==> config.mk <==
export PLATFORM = sky130hd
export DESIGN_NAME = free_list
export DESIGN_NICKNAME = d
export VERILOG_FILES = /design/src/rtl/ooo_types.sv /design/src/rtl/free_list.sv
export SDC_FILE = /design/constraint.sdc
export NUM_CORES = 1
export LEC_CHECK = 0
export CAP_MARGIN = 10
export CORE_MARGIN = 2
export CORE_UTILIZATION = 25
export CTS_BUF_LIST = sky130_fd_sc_hd__clkbuf_16
export DETAILED_ROUTE_END_ITERATION = 12
export PLACE_DENSITY = 0.45
export SLEW_MARGIN = 5
export SYNTH_ARGS = -nofsm -noshare
export SYNTH_HDL_FRONTEND = slang
export SYNTH_SLANG_ARGS = --single-unit
export TNS_END_PERCENT = 1
==> constraint.sdc <==
create_clock -name clk -period 4.9 [get_ports clk]
set_input_delay 0.98 -clock clk [delete_from_list [all_inputs] [get_ports clk]]
set_output_delay 0.98 -clock clk [all_outputs]
set_load 0.005 [all_outputs]
==> src/rtl/ooo_types.sv <==
// Shared out-of-order core types: rename/free-list geometry and the circular
// pointer type used for occupancy arithmetic by the free list, rename and ROB.
package ooo_types;

    localparam int NUM_PHYS_REGS = 128;
    localparam int PHYS_REG_BITS = 7;
    localparam int NUM_ARCH_REGS = 32;
    localparam int FL_DEPTH      = NUM_PHYS_REGS - NUM_ARCH_REGS;
    localparam int NUM_CKPT      = 4;
    localparam int CKPT_BITS     = 2;

    typedef logic [PHYS_REG_BITS-1:0] preg_t;

    typedef struct packed {
        logic       wrap;
        logic [6:0] idx;
    } fl_ptr_t;

    // Depth is not a power of two, so the index wraps explicitly at FL_DEPTH-1.
    function automatic fl_ptr_t ptr_inc(input fl_ptr_t p);
        fl_ptr_t r;
        if (p.idx == 7'(FL_DEPTH - 1)) begin
            r.idx  = '0;
            r.wrap = ~p.wrap;
        end else begin
            r.idx  = p.idx + 7'd1;
            r.wrap = p.wrap;
        end
        return r;
    endfunction

endpackage

==> src/rtl/free_list.sv <==
// Circular free list of physical register tags: allocates at rename, reclaims
// at commit, and rolls the head back to a per-branch snapshot on mispredict.
module free_list
    import ooo_types::*;
(
    input  logic                     clk,
    input  logic                     rst_n,
    input  logic                     alloc_req,
    output logic                     alloc_valid,
    output logic [PHYS_REG_BITS-1:0] alloc_preg,
    input  logic                     free_en,
    input  logic [PHYS_REG_BITS-1:0] free_preg,
    input  logic                     ckpt_en,
    input  logic [CKPT_BITS-1:0]     ckpt_id,
    input  logic                     restore_en,
    input  logic [CKPT_BITS-1:0]     restore_id,
    output logic [6:0]               free_count,
    output logic                     empty
);

    preg_t   fl_q   [FL_DEPTH];
    preg_t   fl_d   [FL_DEPTH];
    fl_ptr_t ckpt_q [NUM_CKPT];
    fl_ptr_t ckpt_d [NUM_CKPT];
    fl_ptr_t head_q, head_d;
    fl_ptr_t tail_q, tail_d;

    fl_ptr_t    head_adv;
    logic [7:0] count_full;
    logic       full;
    logic       alloc_fire;
    logic       free_fire;

    always_comb begin
        if (head_q.wrap == tail_q.wrap) begin
            count_full = {1'b0, tail_q.idx} - {1'b0, head_q.idx};
        end else begin
            count_full = 8'(FL_DEPTH) - {1'b0, head_q.idx} + {1'b0, tail_q.idx};
        end
        free_count  = count_full[6:0];
        empty       = (count_full == 8'd0);
        full        = (count_full == 8'(FL_DEPTH));
        alloc_valid = !empty;
        alloc_preg  = fl_q[head_q.idx];
    end

    // Restore wins over allocation and checkpointing; commits still free.
    always_comb begin
        alloc_fire = alloc_req && alloc_valid && !restore_en;
        free_fire  = free_en && (free_preg != '0) && !full;

        head_adv = alloc_fire ? ptr_inc(head_q) : head_q;
        head_d   = restore_en ? ckpt_q[restore_id] : head_adv;
        tail_d   = free_fire ? ptr_inc(tail_q) : tail_q;

        fl_d = fl_q;
        if (free_fire) begin
            fl_d[tail_q.idx] = free_preg;
        end

        ckpt_d = ckpt_q;
        if (ckpt_en && !restore_en) begin
            ckpt_d[ckpt_id] = head_adv;
        end
    end

    always_ff @(posedge clk or negedge rst_n) begin
        if (!rst_n) begin
            head_q <= '{wrap: 1'b0, idx: 7'd0};
            tail_q <= '{wrap: 1'b1, idx: 7'd0};
            for (int i = 0; i < FL_DEPTH; i++) begin
                fl_q[i] <= preg_t'(NUM_ARCH_REGS + i);
            end
            for (int c = 0; c < NUM_CKPT; c++) begin
                ckpt_q[c] <= '{wrap: 1'b0, idx: 7'd0};
            end
        end else begin
            head_q <= head_d;
            tail_q <= tail_d;
            fl_q   <= fl_d;
            ckpt_q <= ckpt_d;
        end
    end

    // Commit can never return more tags than the list has room for.
    a_no_free_when_full: assert property (
        @(posedge clk) disable iff (!rst_n)
        !(free_en && (free_preg != '0) && full)
    );

endmodule

* Word level (Yosys, flattened, before mapping)
Index checks and enable logic that the tools add are counted. Widths: inputs -> output; s select.
Storage, ports and cells: input bits 17, logic and storage cells 159, output and inout port bits 16, flip-flop bits (word level) 720
Operators by class: equal/unequal tests 4, add/sub/neg operators 5, $lt $le $gt $ge 6, reductions and logical operators 13, bitwise gates (word level) 6, muxes and demuxes 17
Operators by type and width (number):
- $bwmux 672 | 1
- $mux 8 | 7
- $bmux 7 s7 | 1
- $demux 7 s7 | 1
- $bwmux 32 | 1
- $mux 7 | 4
- $bmux 8 s2 | 1
- $demux 8 s2 | 1
- $ge 8x8->1 const B | 2
- $not 7->8 | 2
- $add 7x1->7 const B | 2
- $eq 7x7->1 const B | 2
- $add 8x7->8 | 1
- $eq 8x7->1 const B | 1
- $logic_not 8->1 | 1
- $lt 8x1->1 const B | 1
- $sub 7x7->8 | 1
- $sub 7x7->8 const A | 1
- $logic_and 1x1->1 | 7
- $reduce_bool 7->1 | 1
- $ge 3x3->1 const B | 2
- $not 2->3 | 2
- $logic_not 1->1 | 3
- $lt 3x1->1 const B | 1
- 3 further kinds | 4

* Depth between registers and ports, before layout
Gate-level depths: netlist (run 1).
depth after elaboration 9, gate-level depth with buffers 17, gate-level depth less buffers 13

* Worst setup path after synthesis (run 1)
OpenSTA, ideal clock, no wires.
path kind register to output, start point register head_q[3] (netlist bit), end point output empty, path buffers 3, path slack 679 ps, cell stages (with the launch flop) 13, required time 3920 ps, arrival 3241 ps, path through dfrtp_1 clkbuf_1 clkinv_1 clkbuf_1 ha_1 ha_1 o21bai_1 a211oi_1 nor3_1 or3_1 buf_2 or4_1 inv_1
On the way: cells in the longest elaborated chain, start to end 4, elaborated cells between the ends (all ways) 5, classes of those cells add/sub: 3; mux: 1; reduce/logical: 1
Ends and longest elaborated chain:
- from (decl) | line free_list.sv:25 | fl_ptr_t head_q, head_d;
- from (signal assigned) | line free_list.sv:69 | head_q <= '{wrap: 1'b0, idx: 7'd0};
- $sub 7x7->8 | line free_list.sv:38 | count_full = 8'(FL_DEPTH) - {1'b0, head_q.idx} + {1'b0, tail_q.idx};
- $add 8x7->8 | line free_list.sv:38
- $mux 8 * | line free_list.sv:35 | if (head_q.wrap == tail_q.wrap) begin
- net free_count[5] | line free_list.sv:17 | output logic [6:0] free_count,
- $logic_not 8->1 * | line free_list.sv:41 | empty = (count_full == 8'd0);
- to (decl) | line free_list.sv:18 | output logic empty
The timed path passes the listed nets; every way through them passes the cells marked *.

* Final worst setup path (run 1)
start point register head_q[0] (netlist bit), end point output alloc_preg[3]
On the way: cells in the longest elaborated chain, start to end 4
Ends and longest elaborated chain:
- $not 7->8 (implied by the code) | line free_list.sv:44 | alloc_preg = fl_q[head_q.idx];
- $bmux 7 s7 | line free_list.sv:44
- $mux 7 (implied by the code) (2 in series) | line free_list.sv:44
- to (decl) | line free_list.sv:10 | output logic [PHYS_REG_BITS-1:0] alloc_preg,
No other way between the ends. The select of a mux whose other input is x is not followed.

==> impl_summary.txt, run 1 <==
----------------------------------------------------
[GRT]
  Maximum number of pins on one net before global-route repair ... roughly 120
  Met3 layer usage reported by global route ... 2.13%
  GRT Max-Usage Layer ... met2
  Total congestion overflow ... 0
  First-pass GRT wire length ... roughly 160 mm
  GRT Overall Usage ... roughly 14%
  Met2 Usage GRT ... a little under a quarter
  Met1 GRT Util ... 19.6%
  Number of global-route vias before repair ... roughly 23000
  Antenna violations before repair ... 2

[Run]
  Count of maximum capacitance violations ... 0

[Timing]
  Unrepaired setup endpoints after global routing ... true
  Maximum clock frequency ... between 200 and 250 MHz
  # setup viols final ... 0
  Fin. Hold Viols ... 0
  Clock skew ... around 23 ps
  Minimum hold slack ... between 400 and 500 ps
  Actual transition at the worst max-transition pin ... around 1300 ps
  Slew margin rel. ... around 14%
  Final cycle utilization of the critical path ... between 90 and 100%
  Final setup slack of the worst path ... 66.1 ps
  Max-slew violation count ... 0
  Minimum period implied by the final worst setup slack ... around 4800 ps
  Total Negative Setup Slacks ... 0 ps

[Floorplanning]
  Floorplan Core Area ... approximately 140000 sq um
  Die Y-Extent ... 380 um
  Die outline area ... around 140000 sq um
  Initial Utilization ... 25.2%
  I/O pin count ... 33
  Die width ... roughly 380 um
  Site row count ... 137

[Power and ir drop]
  Largest voltage drop on the vdd net ... just over 400 uV
  Combinational share of power ... a little under a third
  Part of the total power dissipated in sequential elements ... about 37%
  PD cells ... around 450 nW/um^2
  Net Sw Frac ... a little over a third
  Sw Pwr ... 6.47 mW
  Static Leak ... between 15 and 20 nW
  Total Power Consumption ... 18.6 mW
  Clk pwr share ... about a third
  Design internal power ... 12.1 mW

[Drt]
  Sum of routed wire length over all layers ... 102 mm
  Vias after detailed routing ... about 21000
  Vias per Instance ... 4.86
  DRT antenna net count ... 0
  DRC violation count after routing ... 0
  Detailed Route Iter0 Violations ... about 1300
  Detailed-routing iteration count for the pre-antenna-repair pass ... 6
  Routed length per instance ... around 23 um

[Worst setup path]
  Number of buffer and inverter instances along the worst setup path ... 4
  Kind of start point of the critical path ... flop
  Cell occurring most often along the worst timing path ... sky130_fd_sc_hd__buf_4
  Max incr delay on CP ... about 570 ps
  Critical Path End Type ... output port
  Data required time of the critical path ... 3920 ps
  Worst setup path class ... reg -> out
  Peak fanout along the critical path ... 21
  Crit Reg-Reg Startpoint ... head_q[0]
  R2r endpoint ... fl_q[134]
  Depth of the most critical reg-to-reg path ... 15
  R2r setup slk ... roughly 520 ps
  Worst-path cell chain ... buf_4 > clkbuf_16 > mux4_2 > o22ai_1 > nor3_2 > o21ai_1 > o311ai_0 > buf_4 > clkdlybuf4s50_1
  Critical path launch point ... head_q[0]
  Slowest cell on crit path ... sky130_fd_sc_hd__dfrtp_4
  Arrival @ worst endpoint ... between 3000 and 4000 ps
  Kind of cell adding the most delay to the critical path ... buffers and inverters

[Worst hold path]
  Hold Path Class ... in -> async

[Layout]
  Post-route cell area ... between 40000 and 50000 sq um
  Fraction of layout instances using a drive strength above 1 ... between 40% and 50%
  Most common library cell in the layout ignoring fill and taps ... sky130_fd_sc_hd__mux2_2
  Nets ... roughly 2500
  Commonest cells after routing, fill and taps aside ... sky130_fd_sc_hd__mux2_2, sky130_fd_sc_hd__dfstp_2, sky130_fd_sc_hd__dfrtp_1
  Count of filler cells inserted in the layout ... between 10000 and 15000
  Area growth, synth to finish ... 16.0%

[Clocking]
  CTS buffer count ... 82
  Clock transition at path regs ... 60 ps
  Clock network latency to the later pin of the worst-skew pair ... between 600 and 700 ps
  Hold buffer count at CTS ... 0
  CTS root buf ... sky130_fd_sc_hd__clkbuf_16
  Maximum clock insertion buffer count ... 3
  Sink Count ... slightly above 700
  H-Tree Depth ... 3
  Clock tree from TritonCTS ... yes

[Placed design]
  HPWL after DPL ... around 65 mm
  Instance area at placement ... 37900 sq um
  Routability Congestion ... 0.778
  IO buf count ... 32
  Setup Slack @ Placement ... between 200 and 250 ps

[Yosys]
  Top FF cell, synth ... sky130_fd_sc_hd__dfstp_2
  Number of synthesized flops with an enable pin ... 0
  Synthesized area divided by synthesized cell count ... around 14 sq um
  Proportion of synthesized chip area in sequential cells ... 52.3%
  Async SR Flop Fraction ... 100%
  Summed instance area of the synthesized netlist ... 35300 sq um
  Syn Inst Count ... between 2000 and 2500
  Flop and latch count out of synthesis ... just over 700
  Synthesis Warnings ... 0
  Number of library cell types mapped by synthesis ... 62
  Net Count, Synth ... roughly 2500

[Run status]
  Run status ... complete, no violations

----------------------------------------------------
[layout make-up]
class	count	area [sq um]	area share, %
tap	1876	2350	5.73
clock buffer	85	2130	5.19
timing repair buffer	127	1300	3.17
multi-input combinational	1523	16100	39.3
sequential	720	18500	45.1
inverter	28	105	0.257
antenna	1	2.50	0.00611
clock inverter	68	510	1.25
[stage by stage]
stage | instances | util [%]
finish | 4428 | 29.3
global route | 4427 | 29.3
CTS | 4422 | 29.1
detailed placement | 4266 | 27.1
global placement | 4266 | 27.1
floorplan | 2496 | -
[routing by layer]
layer | share of wire, % | wire length, um | up-vias
met4 | 2.1 | 2190 | 0
met3 | 3.3 | 3400 | 131
met1 | 47 | 48400 | 11599
li1 | - | - | 9385
met5 | 0 | 0 | -
met2 | 47 | 48300 | 384
[synthesized netlist by cell type, types with 25 or more instances]
master / count / share of area [%]
sky130_fd_sc_hd__a21oi_1: 50 / 0.71
sky130_fd_sc_hd__a31oi_1: 35 / 0.62
sky130_fd_sc_hd__and3_1: 31 / 0.55
sky130_fd_sc_hd__buf_1: 25 / 0.27
sky130_fd_sc_hd__clkbuf_1: 186 / 2.0
sky130_fd_sc_hd__dfrtp_1: 351 / 25
sky130_fd_sc_hd__dfstp_2: 369 / 27
sky130_fd_sc_hd__inv_1: 26 / 0.28
sky130_fd_sc_hd__mux2_1: 172 / 5.5
sky130_fd_sc_hd__mux2_2: 494 / 16
sky130_fd_sc_hd__mux2i_1: 175 / 5.0
sky130_fd_sc_hd__mux4_2: 92 / 5.9
sky130_fd_sc_hd__nand4_4: 30 / 1.8
sky130_fd_sc_hd__nor2_1: 71 / 0.75
sky130_fd_sc_hd__nor3_1: 53 / 0.75
sky130_fd_sc_hd__o221ai_1: 85 / 2.1
sky130_fd_sc_hd__o22ai_1: 43 / 0.76
[what timing repair did]
action                     4_1_cts  5_1_grt
setup buffers                    2        3
cloned                           1        2
pin swaps                        5        5
resized for setup               37       28
setup endpoints to repair        9        9
[cells by family after synthesis]
kind of cell	share of synthesized area [%]
multiplexers	32.4
AO/OA/AOI/OAI	5.17
adder cells (fa/ha/maj)	0.942
XOR/XNOR	0.269
buffers and inverters	2.89
AND/OR/NAND/NOR	6.05
flip-flops	52.3
[power groups by stage]
stage	sequential (mW)	combinational [mW]	clock [mW]
floorplan	6.78	3.34	0
global placement	6.88	5.41	0
detailed placement	6.92	5.47	0
CTS	6.83	5.59	6.27
global route	6.89	6.08	6.53
finish	6.83	5.67	6.06
[worst max path at each step]
| stage | slack [ps] | depth (start not counted) | end |
|---|---|---|---|
| 3_3_place_gp | 190 | 10 | alloc_preg[1] |
| 4_1_cts | -70 | 9 | alloc_preg[0] |
| 6_report | 70 | 9 | alloc_preg[3] |
| 2_1_floorplan | 680 | 12 | empty |
| 5_1_grt | -50 | 11 | alloc_preg[2] |
| 3_5_place_dp | 200 | 10 | alloc_preg[1] |
[state kept, by name (all words and copies together) (netlist names)]
name / cells
ckpt_q: 32
head_q: 8
fl_q: 672
tail_q: 8
(Power assumes the default switching activity.)
==> run 2, diff against run 1 <==
==> constraint.sdc (replaced) <==
create_clock -name clk -period 5.4 [get_ports clk]
set_input_delay 1.08 -clock clk [delete_from_list [all_inputs] [get_ports clk]]
set_output_delay 1.08 -clock clk [all_outputs]
set_load 0.005 [all_outputs]
==> run 2 against run 1 <==
  * Final cell count decreased by 0.25%
  * Worst setup slack better by 68 ps
  * Largest cell class unchanged
  * Clock power is 8.9% lower
  * Die area unchanged
==> impl_summary.txt, run 2 (same netlist as run 1, synthesis figures left out) <==
----------------------------------------------------
[Timing]
  # setup viols final ... 0 (unchanged)
  Maximum clock frequency ... 190 MHz
  Final cycle utilization of the critical path ... between 90% and 100%
  Fin. Hold Viols ... 0 (unchanged)
  Clock skew ... 25.8 ps (+3.00 ps)
  Total Negative Setup Slacks ... 0 ps (unchanged)
  Actual transition at the worst max-transition pin ... 1120 ps (-161 ps)
  Final setup slack of the worst path ... 134 ps (+67.5 ps)
  Max-slew violation count ... 0 (unchanged)
  Slew margin rel. ... 25.2% (+11 points)
  Minimum period implied by the final worst setup slack ... about 5300 ps
  Unrepaired setup endpoints after global routing ... true
  Minimum hold slack ... 489 ps (+67.2 ps)

[Drt]
  Routed length per instance ... 23.1 um (about the same)
  Length of routed wiring on met1 ... 46.9 mm (-3.2%)
  Vias per Instance ... 4.88 (+0.53%)
  Top layer used by detailed routing ... met5
  Vias after detailed routing ... 21559 (+0.28%)
  Detailed Route Iter0 Violations ... 1283 (-3.0%)
  DRT antenna net count ... 0 (unchanged)
  Detailed-routing iteration count for the pre-antenna-repair pass ... 5 (-1)
  Sum of routed wire length over all layers ... 102 mm (-0.24%)
  DRC violation count after routing ... 0 (unchanged)
  Sum of met2 wire segment lengths after detailed routing ... 48.2 mm (-0.28%)
  Routed met3 length ... 4.19 mm (+23%)

[Clocking]
  Clock tree from TritonCTS ... yes
  CTS root buf ... sky130_fd_sc_hd__clkbuf_16
  Sink Count ... 720 (unchanged)
  Hold buffer count at CTS ... 0 (unchanged)
  Post-CTS repair timing setup buffer count ... 0 (-2)
  Maximum clock insertion buffer count ... 3 (unchanged)
  Clock network latency to the later pin of the worst-skew pair ... 660 ps (about the same)
  CTS buffer count ... 85 (+3.7%)
  H-Tree Depth ... 3 (unchanged)
  Clock transition at path regs ... 50 ps (about the same)

[Placed design]
  IO buf count ... 32 (unchanged)
  Routability Congestion ... 0.787 (+1.2%)
  HPWL after DPL ... 65.7 mm (+0.82%)
  Setup Slack @ Placement ... 567 ps (+365 ps)
  Instance area at placement ... 37900 sq um (-0.12%)
  Placed Cells incl. Taps ... 4255 (-0.26%)

[Layout]
  Area growth, synth to finish ... 15.1%
  Post-route cell area ... 40600 sq um (-0.80%)
  Commonest cells after routing, fill and taps aside ... sky130_fd_sc_hd__mux2_2, sky130_fd_sc_hd__dfstp_2, sky130_fd_sc_hd__dfrtp_1
  Fraction of layout instances using a drive strength above 1 ... 48.4% (-1.5 points)
  Cell Count, Final, Fillers Out ... 4417 (-0.25%)
  Number of flip-flops under the largest register name ... 672 (unchanged)
  Nets ... 2508 (-0.56%)
  Most common library cell in the layout ignoring fill and taps ... sky130_fd_sc_hd__mux2_2
  Largest registers ... fl_q: 672 flops, ckpt_q: 32 flops
  Largest Register ... fl_q

[Worst setup path]
  R2r endpoint ... fl_q[619]
  Critical Path End Type ... output port
  Worst setup path class ... reg -> out
  Max incr delay on CP ... 560 ps (about the same)
  Cell occurring most often along the worst timing path ... sky130_fd_sc_hd__inv_1
  Worst-path cell chain ... ha_1 > inv_1 > ha_1 > inv_1 > fa_1 > nor2_1 > o311a_1 > nor3_1 > or3_4 > or4_4 > inv_1 > clkdlybuf4s50_1
  Crit Reg-Reg Startpoint ... head_q[0]
  Slowest cell on crit path ... sky130_fd_sc_hd__dfrtp_4
  Depth of the most critical reg-to-reg path ... 13 (-2)
  Data required time of the critical path ... 4320 ps (+400 ps)
  Kind of start point of the critical path ... flop
  R2r setup slk ... 960 ps (+440 ps)
  Arrival @ worst endpoint ... 4190 ps (+340 ps)
  Peak fanout along the critical path ... 9 (-57%)

[Floorplanning]
  Floorplan Core Area ... 140000 sq um (unchanged)
  Site row count ... 137 (unchanged)
  Die Y-Extent ... 380 um (unchanged)
  I/O pin count ... 33 (unchanged)
  Initial Utilization ... 25.2% (unchanged)
  Die outline area ... 144000 sq um (unchanged)
  Die width ... 380 um (unchanged)

[GRT]
  Number of global-route vias before repair ... 23172 (-0.082%)
  Maximum number of pins on one net before global-route repair ... 123 (+1.7%)
  Total congestion overflow ... 0 (unchanged)
  First-pass GRT wire length ... 154 mm (-0.70%)
  GRT Overall Usage ... 14.0% (about the same)
  Antenna violations before repair ... 4 (+2)

[Worst hold path]
  Startpoint of the lowest-slack hold path ... fl_q[399]
  Hold Path Class ... reg -> reg
  Worst hold endpoint ... fl_q[399]
  Hold Path Depth ... 1

[Run]
  Count of maximum capacitance violations ... 0 (unchanged)

[Power and ir drop]
  Largest voltage drop on the vdd net ... 311 uV (-25%)
  Static Leak ... 17.5 nW (-0.70%)
  PD cells ... 410 nW/um^2 (-9.6%)

[Run status]
  Run status ... complete, no violations

----------------------------------------------------
## run 2: cell types whose count changed in the layout (fill, tap and decap cells not counted), moves of 4 or more
cell | before | now
sky130_fd_sc_hd__buf_12 | 9 | 15
sky130_fd_sc_hd__buf_16 | 4 | 0
sky130_fd_sc_hd__o221ai_2 | 12 | 0
sky130_fd_sc_hd__o21ai_0 | 15 | 21
sky130_fd_sc_hd__nor3_1 | 39 | 49
sky130_fd_sc_hd__o221ai_1 | 73 | 85
sky130_fd_sc_hd__buf_4 | 81 | 67
sky130_fd_sc_hd__nor3_2 | 14 | 4
## run 2: worst max-delay path, delay by kind of cell, from the launching register on
kind,cells,cell delay (ps)
AO/OA/AOI/OAI,1,210
adder cells (fa/ha/maj),3,840
buffers and inverters,4,740
flip-flops,1,560
AND/OR/NAND/NOR,4,1180
## run 2: what timing repair did
action                                  4_1_cts  5_1_grt
resized for setup                            10       10
pin swaps                                     0        1
endpoints found under the setup margin        8        6
## run 2: worst max path at each step
| stage | startpoint | endpoint | cells after the start |
|---|---|---|---|
| 3_5_place_dp | head_q[0] | alloc_preg[3] | 9 |
| 5_1_grt | head_q[0] | alloc_preg[5] | 10 |
| 4_1_cts | head_q[0] | alloc_preg[5] | 10 |
| 3_3_place_gp | head_q[0] | alloc_preg[0] | 9 |
| 2_1_floorplan | head_q[3] | empty | 12 |
| 6_report | head_q[0] | empty | 12 |
## run 2: power by group
group	leakage (nW)	internal, mW	switching [mW]
Clock	1.42	3.22	2.30
Sequential	8.51	5.93	0.279
Combinational	7.54	1.74	3.19
## run 2: cell type report
class                   count  area [sq um]
fillers                 14163         99200
diodes                      2          5.00
flip-flops and latches    720         18500
inverters                  28           105
clock inverters            70           475
well taps                1876          2350
clock buffers              88          2200
multi-input cells        1523         15900
repair buffers            110          1090
## run 2: per-stage QoR
stage | utilization [%] | total power [mW]
floorplan | - | 9.19
global placement | 27.1 | 11.1
detailed placement | 27.1 | 11.2
CTS | 29.0 | 16.8
global route | 29.0 | 17.5
finish | 29.0 | 16.7
## run 2: layer usage
metal | GRT usage, % | vias up
met5 | 0 | -
met4 | 4.28 | 2
met3 | 2.67 | 156
met2 | 22.7 | 433
met1 | 18.9 | 11587
li1 | - | 9381
==> run 3, diff against run 2 <==
--- a/config.mk
+++ b/config.mk
@@ -11,7 +11,6 @@
 export CTS_BUF_LIST = sky130_fd_sc_hd__clkbuf_16
 export DETAILED_ROUTE_END_ITERATION = 12
 export PLACE_DENSITY = 0.45
-export SLEW_MARGIN = 5
 export SYNTH_ARGS = -nofsm -noshare
 export SYNTH_HDL_FRONTEND = slang
 export SYNTH_SLANG_ARGS = --single-unit
==> results of run 3 <==
The final DEF is identical to that of run 2; final timing and power are the same.
